**src/rtl/ddr_cmd_decoder.sv**
```systemverilog
// Receive-side DDR command/address bus decoder.
// The bus is captured into the _p0 registers. Commands are decoded from that
// registered copy and presented one clock later. The decoder also keeps a
// per-rank/bank open-row table with tRCD/tRP down-counters, captures MRS/EMRS
// values, and records sticky protocol and timing violations.
module ddr_cmd_decoder #(
    parameter int T_RCD = 2,
    parameter int T_RP  = 2,
    parameter int T_MRD = 2
) (
    input  logic        clk,
    input  logic        rst_n,
    input  logic [1:0]  ddr_cke,
    input  logic [1:0]  ddr_cs_n,
    input  logic        ddr_ras_n,
    input  logic        ddr_cas_n,
    input  logic        ddr_we_n,
    input  logic [12:0] ddr_addr,
    input  logic [1:0]  ddr_ba,
    output logic        cmd_valid,
    output logic [3:0]  cmd_code,
    output logic [1:0]  cmd_rank,
    output logic [24:0] cmd_addr,
    output logic        auto_pre,
    output logic [12:0] mode_reg,
    output logic [12:0] ext_mode_reg,
    output logic [7:0]  err_flags,
    output logic [15:0] err_count
);

    localparam int CNT_W = 8;
    localparam logic [CNT_W-1:0] RCD_LD = CNT_W'(T_RCD - 1);
    localparam logic [CNT_W-1:0] RP_LD  = CNT_W'(T_RP - 1);
    localparam logic [CNT_W-1:0] MRD_LD = CNT_W'(T_MRD - 1);

    localparam logic [3:0] EV_NOP      = 4'd0;
    localparam logic [3:0] EV_ACT      = 4'd1;
    localparam logic [3:0] EV_READ     = 4'd2;
    localparam logic [3:0] EV_WRITE    = 4'd3;
    localparam logic [3:0] EV_PRE      = 4'd4;
    localparam logic [3:0] EV_PREALL   = 4'd5;
    localparam logic [3:0] EV_AREF     = 4'd6;
    localparam logic [3:0] EV_SREF     = 4'd7;
    localparam logic [3:0] EV_MRS      = 4'd8;
    localparam logic [3:0] EV_EMRS     = 4'd9;
    localparam logic [3:0] EV_PWRDN    = 4'd10;
    localparam logic [3:0] EV_CKE_EXIT = 4'd11;
    localparam logic [3:0] EV_ILLEGAL  = 4'd15;

    // Down-counter step: holds at zero once expired.
    function automatic logic [CNT_W-1:0] cnt_dec(input logic [CNT_W-1:0] c);
        return (c == '0) ? '0 : c - 1'b1;
    endfunction

    // Saturating increment for the violation counter.
    function automatic logic [15:0] sat_inc(input logic [15:0] c);
        return (c == 16'hFFFF) ? c : c + 16'd1;
    endfunction

    // Sampled bus (_p0) and the cke sample before it (_p1).
    logic [1:0]  cke_p0;
    logic [1:0]  cke_p1;
    logic [1:0]  cs_n_p0;
    logic [2:0]  strb_p0;
    logic [12:0] addr_p0;
    logic [1:0]  ba_p0;

    // Bank table and the mode-register timer.
    logic [3:0]       open_q [2];
    logic [12:0]      row_q  [2][4];
    logic [CNT_W-1:0] trcd_q [2][4];
    logic [CNT_W-1:0] trp_q  [2][4];
    logic [CNT_W-1:0] mrd_q;

    logic [3:0]       open_d [2];
    logic [12:0]      row_d  [2][4];
    logic [CNT_W-1:0] trcd_d [2][4];
    logic [CNT_W-1:0] trp_d  [2][4];
    logic [CNT_W-1:0] mrd_d;
    logic [12:0]      mode_d;
    logic [12:0]      ext_d;

    logic [3:0]  ev_code;
    logic [1:0]  ev_rank;
    logic [24:0] ev_addr;
    logic        ev_ap;
    logic [7:0]  err_new;
    logic [1:0]  rise;
    logic [1:0]  fall;
    logic [1:0]  sel;
    logic [1:0]  tgt;
    logic        bcast;
    logic        ridx;

    // Capture the command bus and keep the previous cke sample.
    always_ff @(posedge clk) begin
        if (!rst_n) begin
            cke_p0  <= 2'b00;
            cke_p1  <= 2'b00;
            cs_n_p0 <= 2'b11;
            strb_p0 <= 3'b111;
            addr_p0 <= '0;
            ba_p0   <= '0;
        end else begin
            cke_p0  <= ddr_cke;
            cke_p1  <= cke_p0;
            cs_n_p0 <= ddr_cs_n;
            strb_p0 <= {ddr_ras_n, ddr_cas_n, ddr_we_n};
            addr_p0 <= ddr_addr;
            ba_p0   <= ddr_ba;
        end
    end

    // Decode the sampled command and check it against the pre-edge bank table.
    always_comb begin
        ev_code = EV_NOP;
        ev_rank = 2'b00;
        ev_addr = '0;
        ev_ap   = 1'b0;
        err_new = '0;
        open_d  = open_q;
        row_d   = row_q;
        for (int r = 0; r < 2; r++) begin
            for (int b = 0; b < 4; b++) begin
                trcd_d[r][b] = cnt_dec(trcd_q[r][b]);
                trp_d[r][b]  = cnt_dec(trp_q[r][b]);
            end
        end
        mrd_d  = cnt_dec(mrd_q);
        mode_d = mode_reg;
        ext_d  = ext_mode_reg;

        rise  = ~cke_p1 & cke_p0;
        fall  = cke_p1 & ~cke_p0;
        sel   = ~cs_n_p0;
        tgt   = sel & cke_p0;
        bcast = (cs_n_p0 == 2'b00);
        ridx  = (tgt == 2'b10);

        if (rise != 2'b00) begin
            ev_code = EV_CKE_EXIT;
            ev_rank = rise;
        end else if (fall != 2'b00) begin
            if (sel != 2'b00 && strb_p0 == 3'b001) begin
                ev_code = EV_SREF;
                ev_rank = sel;
                for (int r = 0; r < 2; r++)
                    if (sel[r] && open_q[r] != 4'b0000) err_new[4] = 1'b1;
            end else if (sel == 2'b00 || strb_p0 == 3'b111) begin
                ev_code = EV_PWRDN;
                ev_rank = fall;
            end else begin
                ev_code    = EV_ILLEGAL;
                ev_rank    = sel;
                err_new[7] = 1'b1;
            end
        end else if (tgt != 2'b00 && strb_p0 != 3'b111) begin
            // Ranks whose cke stayed low are dropped from the target set.
            ev_rank = tgt;
            case (strb_p0)
                3'b011: begin
                    ev_code = EV_ACT;
                    ev_addr = {addr_p0, 12'd0};
                    if (bcast) err_new[6] = 1'b1;
                    for (int r = 0; r < 2; r++) begin
                        if (tgt[r]) begin
                            if (open_q[r][ba_p0]) err_new[1] = 1'b1;
                            if (trp_q[r][ba_p0] != '0) err_new[3] = 1'b1;
                            if (!bcast) begin
                                open_d[r][ba_p0] = 1'b1;
                                row_d[r][ba_p0]  = addr_p0;
                                trcd_d[r][ba_p0] = RCD_LD;
                            end
                        end
                    end
                end
                3'b101, 3'b100: begin
                    ev_code = (strb_p0 == 3'b101) ? EV_READ : EV_WRITE;
                    ev_ap   = addr_p0[10];
                    ev_addr = {row_q[ridx][ba_p0], ridx, ba_p0, addr_p0[8:0]};
                    if (bcast) err_new[6] = 1'b1;
                    for (int r = 0; r < 2; r++) begin
                        if (tgt[r]) begin
                            if (!open_q[r][ba_p0]) err_new[0] = 1'b1;
                            if (trcd_q[r][ba_p0] != '0) err_new[2] = 1'b1;
                            if (!bcast && addr_p0[10]) begin
                                open_d[r][ba_p0] = 1'b0;
                                trp_d[r][ba_p0]  = RP_LD;
                            end
                        end
                    end
                end
                3'b010: begin
                    ev_code = addr_p0[10] ? EV_PREALL : EV_PRE;
                    for (int r = 0; r < 2; r++) begin
                        for (int b = 0; b < 4; b++) begin
                            if (tgt[r] && (addr_p0[10] || 2'(b) == ba_p0)) begin
                                open_d[r][b] = 1'b0;
                                trp_d[r][b]  = RP_LD;
                            end
                        end
                    end
                end
                3'b001: begin
                    ev_code = EV_AREF;
                    for (int r = 0; r < 2; r++)
                        if (tgt[r] && open_q[r] != 4'b0000) err_new[4] = 1'b1;
                end
                3'b000: begin
                    case (ba_p0)
                        2'b00: begin
                            ev_code = EV_MRS;
                            mode_d  = addr_p0;
                            mrd_d   = MRD_LD;
                        end
                        2'b01: begin
                            ev_code = EV_EMRS;
                            ext_d   = addr_p0;
                            mrd_d   = MRD_LD;
                        end
                        default: begin
                            ev_code    = EV_ILLEGAL;
                            err_new[7] = 1'b1;
                        end
                    endcase
                end
                default: begin
                    ev_code    = EV_ILLEGAL;
                    err_new[7] = 1'b1;
                end
            endcase
        end

        if (ev_code != EV_NOP && mrd_q != '0) err_new[5] = 1'b1;
    end

    // Bank table and mode-register timer update.
    always_ff @(posedge clk) begin
        if (!rst_n) begin
            mrd_q <= '0;
            for (int r = 0; r < 2; r++) begin
                open_q[r] <= 4'b0000;
                for (int b = 0; b < 4; b++) begin
                    row_q[r][b]  <= '0;
                    trcd_q[r][b] <= '0;
                    trp_q[r][b]  <= '0;
                end
            end
        end else begin
            mrd_q  <= mrd_d;
            open_q <= open_d;
            row_q  <= row_d;
            trcd_q <= trcd_d;
            trp_q  <= trp_d;
        end
    end

    // Output stage: event pulse, mode registers, and error bookkeeping.
    always_ff @(posedge clk) begin
        if (!rst_n) begin
            cmd_valid    <= 1'b0;
            cmd_code     <= '0;
            cmd_rank     <= '0;
            cmd_addr     <= '0;
            auto_pre     <= 1'b0;
            mode_reg     <= '0;
            ext_mode_reg <= '0;
            err_flags    <= '0;
            err_count    <= '0;
        end else begin
            cmd_valid    <= (ev_code != EV_NOP);
            cmd_code     <= ev_code;
            cmd_rank     <= ev_rank;
            cmd_addr     <= ev_addr;
            auto_pre     <= ev_ap;
            mode_reg     <= mode_d;
            ext_mode_reg <= ext_d;
            err_flags    <= err_flags | err_new;
            if (err_new != 8'h00) err_count <= sat_inc(err_count);
        end
    end

endmodule

```
**config.mk**
```make
export PLATFORM = sky130hd
export DESIGN_NAME = ddr_cmd_decoder
export DESIGN_NICKNAME = d
export VERILOG_FILES = /design/src/rtl/ddr_cmd_decoder.sv
export SDC_FILE = /design/constraint.sdc
export NUM_CORES = 1
export LEC_CHECK = 0
export ABC_AREA = 1
export BUFFER_PORTS_ARGS = -buffer_cell sky130_fd_sc_hd__buf_2
export CAP_MARGIN = 30
export CORE_ASPECT_RATIO = 2
export CORE_MARGIN = 3
export CORE_UTILIZATION = 40
export DETAILED_ROUTE_END_ITERATION = 8
export GPL_TIMING_DRIVEN = 0
export PLACE_DENSITY = 0.59
export REMOVE_ABC_BUFFERS = 1
export SLEW_MARGIN = 0
export SYNTH_ARGS = -nofsm -noshare
export SYNTH_HDL_FRONTEND = slang
export SYNTH_SLANG_ARGS = --single-unit
```
**constraint.sdc**
```tcl
create_clock -name clk -period 2.6 [get_ports clk]
set_clock_uncertainty 0.05 [all_clocks]
set_input_delay 0.26 -clock clk [delete_from_list [all_inputs] [get_ports clk]]
set_output_delay 0.26 -clock clk [all_outputs]
set_load 0.01 [all_outputs]
```
# Word-level counts from Yosys, hierarchy flattened
# Index checks and enable logic that the tools add are counted.
dict set report classes {
  addsub 18
  order_cmp 5
  eq_ne 27
  muxes 149
  bitwise 30
  reduce_logical 78
}
# cell n
set ops {}
lappend ops {{64-bit two-way mux} 7}
lappend ops {{8-bit two-way mux} 39}
lappend ops {{32-bit two-way mux} 8}
lappend ops {{52-bit two-way mux} 3}
lappend ops {{8-bit zero test} 17}
lappend ops {{8-bit by 1-bit subtractor with 8-bit output (second input constant)} 17}
lappend ops {{64-bit one-hot mux with 2 select lines} 1}
lappend ops {{28-bit bitwise AND} 4}
lappend ops {{52-bit bitwise mux} 2}
lappend ops {{9-bit AND reduction} 8}
lappend ops {{8-bit binary-select mux with 2-bit select} 4}
lappend ops {{4-bit two-way mux} 13}
lappend ops {{25-bit one-hot mux with 2 select lines} 1}
lappend ops {{1-bit two-way mux} 48}
lappend ops {{8-bit nonzero test} 6}
lappend ops {{13-bit two-way mux} 3}
lappend ops {{2-bit != test (second input constant)} 14}
lappend ops {{28-bit inverter} 1}
lappend ops {{13-bit binary-select mux with 2-bit select} 1}
lappend ops {{13-bit demux with 2-bit select} 1}
lappend ops {{4-bit bitwise OR} 6}
lappend ops {{8-bit one-hot mux with 3 select lines} 1}
lappend ops {{4-bit one-hot mux with 5 select lines} 1}
lappend ops {{1-bit logical AND} 18}
lappend ops {{other kinds (45)} 83}
dict set report totals {
  regBits 355
  in_bits 24
}

# Depth between registers and ports, before layout
dict set report depth {
  depth_word 15
  depth_mapped 16
}

# Least setup slack after synthesis
# OpenSTA, ideal clock, no wires.
dict set report synth_path {
  path_type {register to register}
  start {reg err_count[0]}
  end {reg err_count[0]}
  arrival_time_ns 1.724
  slack_ns 0.711
  path_stages_with_launch 8
  path_buffers 1
  synth_period_minus_slack_ns 1.889
  path_cell_list {dfxtp_1 -> ha_1 -> nand2_1 -> nor2_1 -> nand4_1 -> clkbuf_1 -> a21oi_1 -> nor2_1}
}
dict set report synth_between {
  elab_chain_len 3
}
# item line_no
set synth_rtl {}
lappend synth_rtl {{start: declaration} 28} ;# output logic [15:0] err_count
lappend synth_rtl {{start signal: assignment} 279} ;# if (err_new != 8'h00) err_count <= sat_inc(err_count);
lappend synth_rtl {{parallel branches: the longest is 3 deep, another holds 16-bit by 1-bit adder with 16-bit output} --}
# Parallel ways; which one is timed is not known.
# A chain may end at the register's enable or synchronous reset.

# Final worst setup path
dict set report layout_path {
  start {reg cs_n_p0[1]}
  end {reg err_count[8]}
}
dict set report layout_between {
  elab_chain_len 12
}
# item line_no
set layout_rtl {}
lappend layout_rtl {{start: declaration} 63} ;# logic [1:0] cs_n_p0;
lappend layout_rtl {{start signal: assignment} 107} ;# cs_n_p0 <= ddr_cs_n;
lappend layout_rtl {{2-bit inverter} 135} ;# sel = ~cs_n_p0;
lappend layout_rtl {{2-bit bitwise AND or 2-bit zero test (tied branches)} {136, 149}}
lappend layout_rtl {{2-bit nonzero test or 1-bit logical OR (tied branches)} {157, 149}}
lappend layout_rtl {{1-bit logical AND or 3-bit two-way mux (tied branches)} {157, 149}}
lappend layout_rtl {{4-bit two-way mux (on tied branches)} {157, 144}}
lappend layout_rtl {{4-bit two-way mux} 143} ;# end else if (fall != 2'b00) begin
lappend layout_rtl {{4-bit two-way mux} 140} ;# if (rise != 2'b00) begin
lappend layout_rtl {{4-bit nonzero test} 234} ;# if (ev_code != EV_NOP && mrd_q != '0) err_new[5] = 1'b1;
lappend layout_rtl {{1-bit logical AND} 234}
lappend layout_rtl {{1-bit two-way mux} 234}
lappend layout_rtl {{8-bit nonzero test (*)} 279}
lappend layout_rtl {{2-bit AND reduction (no source line) (*)} --}
# Mark *: on every way between the ends. The rest lies on a longest branch, timed or not.

==> flow_summary_export.csv <==
group,metric,value,unit
sta,fmax,403,MHz
placed_design,dp_hpwl,27.9,mm
clock_tree,cts_buffer_depth,3,
final_layout,final_cell_area,0.0180,mm^2
power,ir_drop,509,uV
detailed_routing,routed_wl,42.1,mm
detailed_routing,drt_iter0_markers,735,
logic_synthesis,yosysSeqAreaShare,47.6,%
logic_synthesis,synthAdderAreaFrac,2.85,%
worst_setup_path,critical_path_buf_inv_count,2,
logic_synthesis,synthFlopType,"dfxtp_1",
clock_tree,clkTransAtPathRegs,60,ps
worst_setup_path,cp.required,2930,ps
grt,gr-total-overflow,0,
detailed_routing,drtAntennaViolNets,0,
final_layout,areaGrowthSynthToFinish,20.6,%
clock_tree,h-tree-depth,2,
final_layout,nets,2106,
power,switching_power,5.92,mW
placed_design,portBuffers,106,
logic_synthesis,synthArstFlopShare,0,%
detailed_routing,viasPerCell,5.30,
power,power.share.switching,33.2,%
power,clock_power_share,31.0,%
final_layout,largestRegisters,"row_q x104, trcd_q x64, trp_q x64",
clock_tree,cts_tree,"yes",
clock_tree,cts-root-buf,"clkbuf_16",
worst_setup_path,cp-end-kind,"flip-flop",
logic_synthesis,synth_top_area_share,47.6,%
sta,period_needed,2480,ps
power,leakage,7.66,nW
power,powerDensity,992,mW/mm^2
status,outcome,"complete, no violations",
grt,grt_max_degree,138,
logic_synthesis,synth.area.mux_share,0,%
grt,grt_antenna_before_repair,0,
logic_synthesis,synth_compound_gate_area_share,16.0,%
sta,maxSlewViolCount,0,
floorplanning,die_w,143,um
logic_synthesis,ys_ff_latch,355,
placed_design,routabilityCongestion,0.897,
logic_synthesis,synth_edf_count,0,
sta,finalHoldViolations,0,
worst_setup_path,critPathLaunchType,"flip-flop",
clock_tree,clk_latency,550,ps
logic_synthesis,avgSynthCellArea,7.83,um^2
logic_synthesis,netlist_instances,1906,
grt,grt_usage,20.5,%
placed_design,place_area,0.0159,mm^2
detailed_routing,num_vias,13400,
logic_synthesis,synth_cell_type_count,41,
detailed_routing,drc_errors,0,
sta,post-route-period-util,95.4,%
sta,setup_violations,0,
logic_synthesis,synth.area.top_cells,"dfxtp_1, nor2_1, nand2_1, a21oi_1, o21ai_0",
detailed_routing,post_drt_wl_per_cell,16.6,um
floorplanning,initial_core_util,40.7,%
worst_setup_path,arrival,2820,ps
worst_setup_path,cp_cell_sequence,"inv_1 > nand2_4 > nand2_2 > nand2_4 > nor2_4 > nand2_4 > nor2_4 > nand2_1 > nand2_1 > nor2_1 > nand4_4 > clkbuf_16 > nand3_1 > a21oi_1",
worst_setup_path,cp_slowest_cell,"dfxtp_2",
floorplanning,die_h,279,um
logic_synthesis,ys_warn_count,0,
final_layout,regMostFlops,"row_q",
grt,grt_pass1_wl,66.4,mm
power,seqPwrFrac,39.1,%
worst_setup_path,path_delay_family,"simple AND/OR/NAND/NOR gates",
detailed_routing,top_layer,"met4",
clock_tree,clock_sinks,355,
worst_setup_path,critPathMaxFanout,12,
worst_setup_path,cpMostUsedCell,"nand2_4",
flow_run,drv_cap,0,
detailed_routing,dr.pass1.iters,6,
logic_synthesis,synthXorXnorAreaFrac,6.28,%
floorplanning,core_area,0.0367,mm^2
detailed_routing,wl_met1,16.4,mm
worst_setup_path,crit_type,"flip-flop to flip-flop",
detailed_routing,met2_length,22.2,mm
sta,slew_headroom,41.8,%
final_layout,drive_gt1_share,14.6,%
final_layout,final_cells,2529,
power,p_comb_share,29.9,%
final_layout,final_core_util,49.1,%
clock_tree,cts_buffers,35,
sta,tightest_slew,873,ps
logic_synthesis,synth_area_leader_cell,"dfxtp_1",
final_layout,largest_register_ff_count,104,
floorplanning,ioPinCount,107,
min_path,hp-class,"input pin to flip-flop",
grt,grt_pass1_vias,13000,
worst_setup_path,max_stage_delay,440,ps
logic_synthesis,synth_top_family_by_area,"simple AND/OR/NAND/NOR gates",
floorplanning,dieArea,0.0398,mm^2
detailed_routing,wl_met3,1.62,mm
logic_synthesis,synth-simple-area-share,21.2,%
placed_design,dp_cells,2402,
power,p_int,11.9,mW
floorplanning,rows,99,
logic_synthesis,netlist_area,0.0149,mm^2
final_layout,antenna_cells,0,
## what timing repair did
item / 4_1_cts / 5_1_grt
gates cloned: 1 / 3
hold endpoints to repair: 22 / 0
gates resized for setup: 43 / 22
hold buffers: 22 / 0
buffers inserted: 13 / 24
endpoints found under the setup margin: 279 / 114
pin swaps: 8 / 9
## layer usage
| layer | track usage [%] | vias up |
|---|---|---|
| met1 | 22.6 | 6327 |
| met4 | 9.81 | 0 |
| li1 | - | 6617 |
| met3 | 2.57 | 103 |
| met2 | 37.9 | 348 |
| met5 | 0 | - |
## cell usage in the layout, fill, tap and decap left out, drive strengths merged, types with 47 or more instances in the layout
| cell type | instances |
|---|---|
| nor2 | 285 |
| dfxtp | 355 |
| o22ai | 53 |
| xnor2 | 62 |
| nor3 | 49 |
| o21ai | 164 |
| inv | 136 |
| nand2 | 278 |
| clkbuf | 47 |
| buf | 153 |
| a21oi | 200 |
| nand3 | 84 |
## metrics by stage
stage	setup TNS [ps]	total power [mW]	setup WS, ps	hold slack [ps]
2_1_floorplan	0	11.0	119	303
3_3_place_gp	-440700	12.0	-3480	389
3_5_place_dp	-88640	12.2	-722	391
4_1_cts	0	17.9	16.7	31.8
5_1_grt	-82.2	19.1	-16.4	54.5
6_report	0	17.9	119	44.3
## cells by family (layout without fill, tap and decap cells)
| logic type | count (synthesis) | in the layout |
|---|---|---|
| AO/OA/AOI/OAI | 444 | 444 |
| XOR/XNOR | 107 | 107 |
| adder cells (fa/ha/maj) | 34 | 34 |
| buffers and inverters | 226 | 393 |
| flip-flops | 355 | 355 |
| AND/OR/NAND/NOR | 740 | 742 |
## path summary, 6_finish.rpt
check	start	endpoint	slack (ps)	depth (start not counted)
max	cs_n_p0[1]	err_count[8]	120	14
min	rst_n	err_count[0]	40	3
max reg2reg	cs_n_p0[1]	err_count[8]	120	14
min reg2reg	err_flags[5]	err_flags[5]	400	2
## synth_stat cells (3+ instances only)
cell type,n
xor2_1,45
o211ai_1,4
buf_2,19
nand2_1,267
nand3b_1,6
nand2_4,4
inv_2,10
nand2_2,5
nand4_1,18
nor2_1,274
buf_1,10
a211oi_1,5
ha_1,34
buf_4,3
xnor2_1,62
nor2_2,9
clkinv_1,13
clkbuf_1,41
o311ai_2,3
nand3_1,84
o31ai_1,5
a21oi_1,200
o22ai_1,53
o21ai_0,163
or2_2,19
dfxtp_1,355
inv_1,128
nor3_1,47
## worst min-delay path, cell delays in order
cell and delay, ps:
buf_6 180, nand2_1 110, nor2_1 40
## layout make-up
type                    count  area (um^2)
clock inverters            18          289
clock buffers              46          977
well taps                 454          568
inverters                 152          632
repair inverters            1         8.76
flip-flops and latches    355         7120
multi-input cells        1327         7150
fillers                  3515        18700
repair buffers            176         1250
## power groups by stage
| stage | Combinational (mW) | Sequential, mW | Clock (mW) |
|---|---|---|---|
| floorplan | 4.08 | 6.95 | 0 |
| global placement | 4.93 | 7.05 | 0 |
| detailed placement | 5.08 | 7.08 | 0 |
| CTS | 5.28 | 6.98 | 5.66 |
| global route | 6.14 | 7.09 | 5.87 |
| finish | 5.34 | 6.97 | 5.54 |
Note: power is estimated with default switching activity, not from simulation.
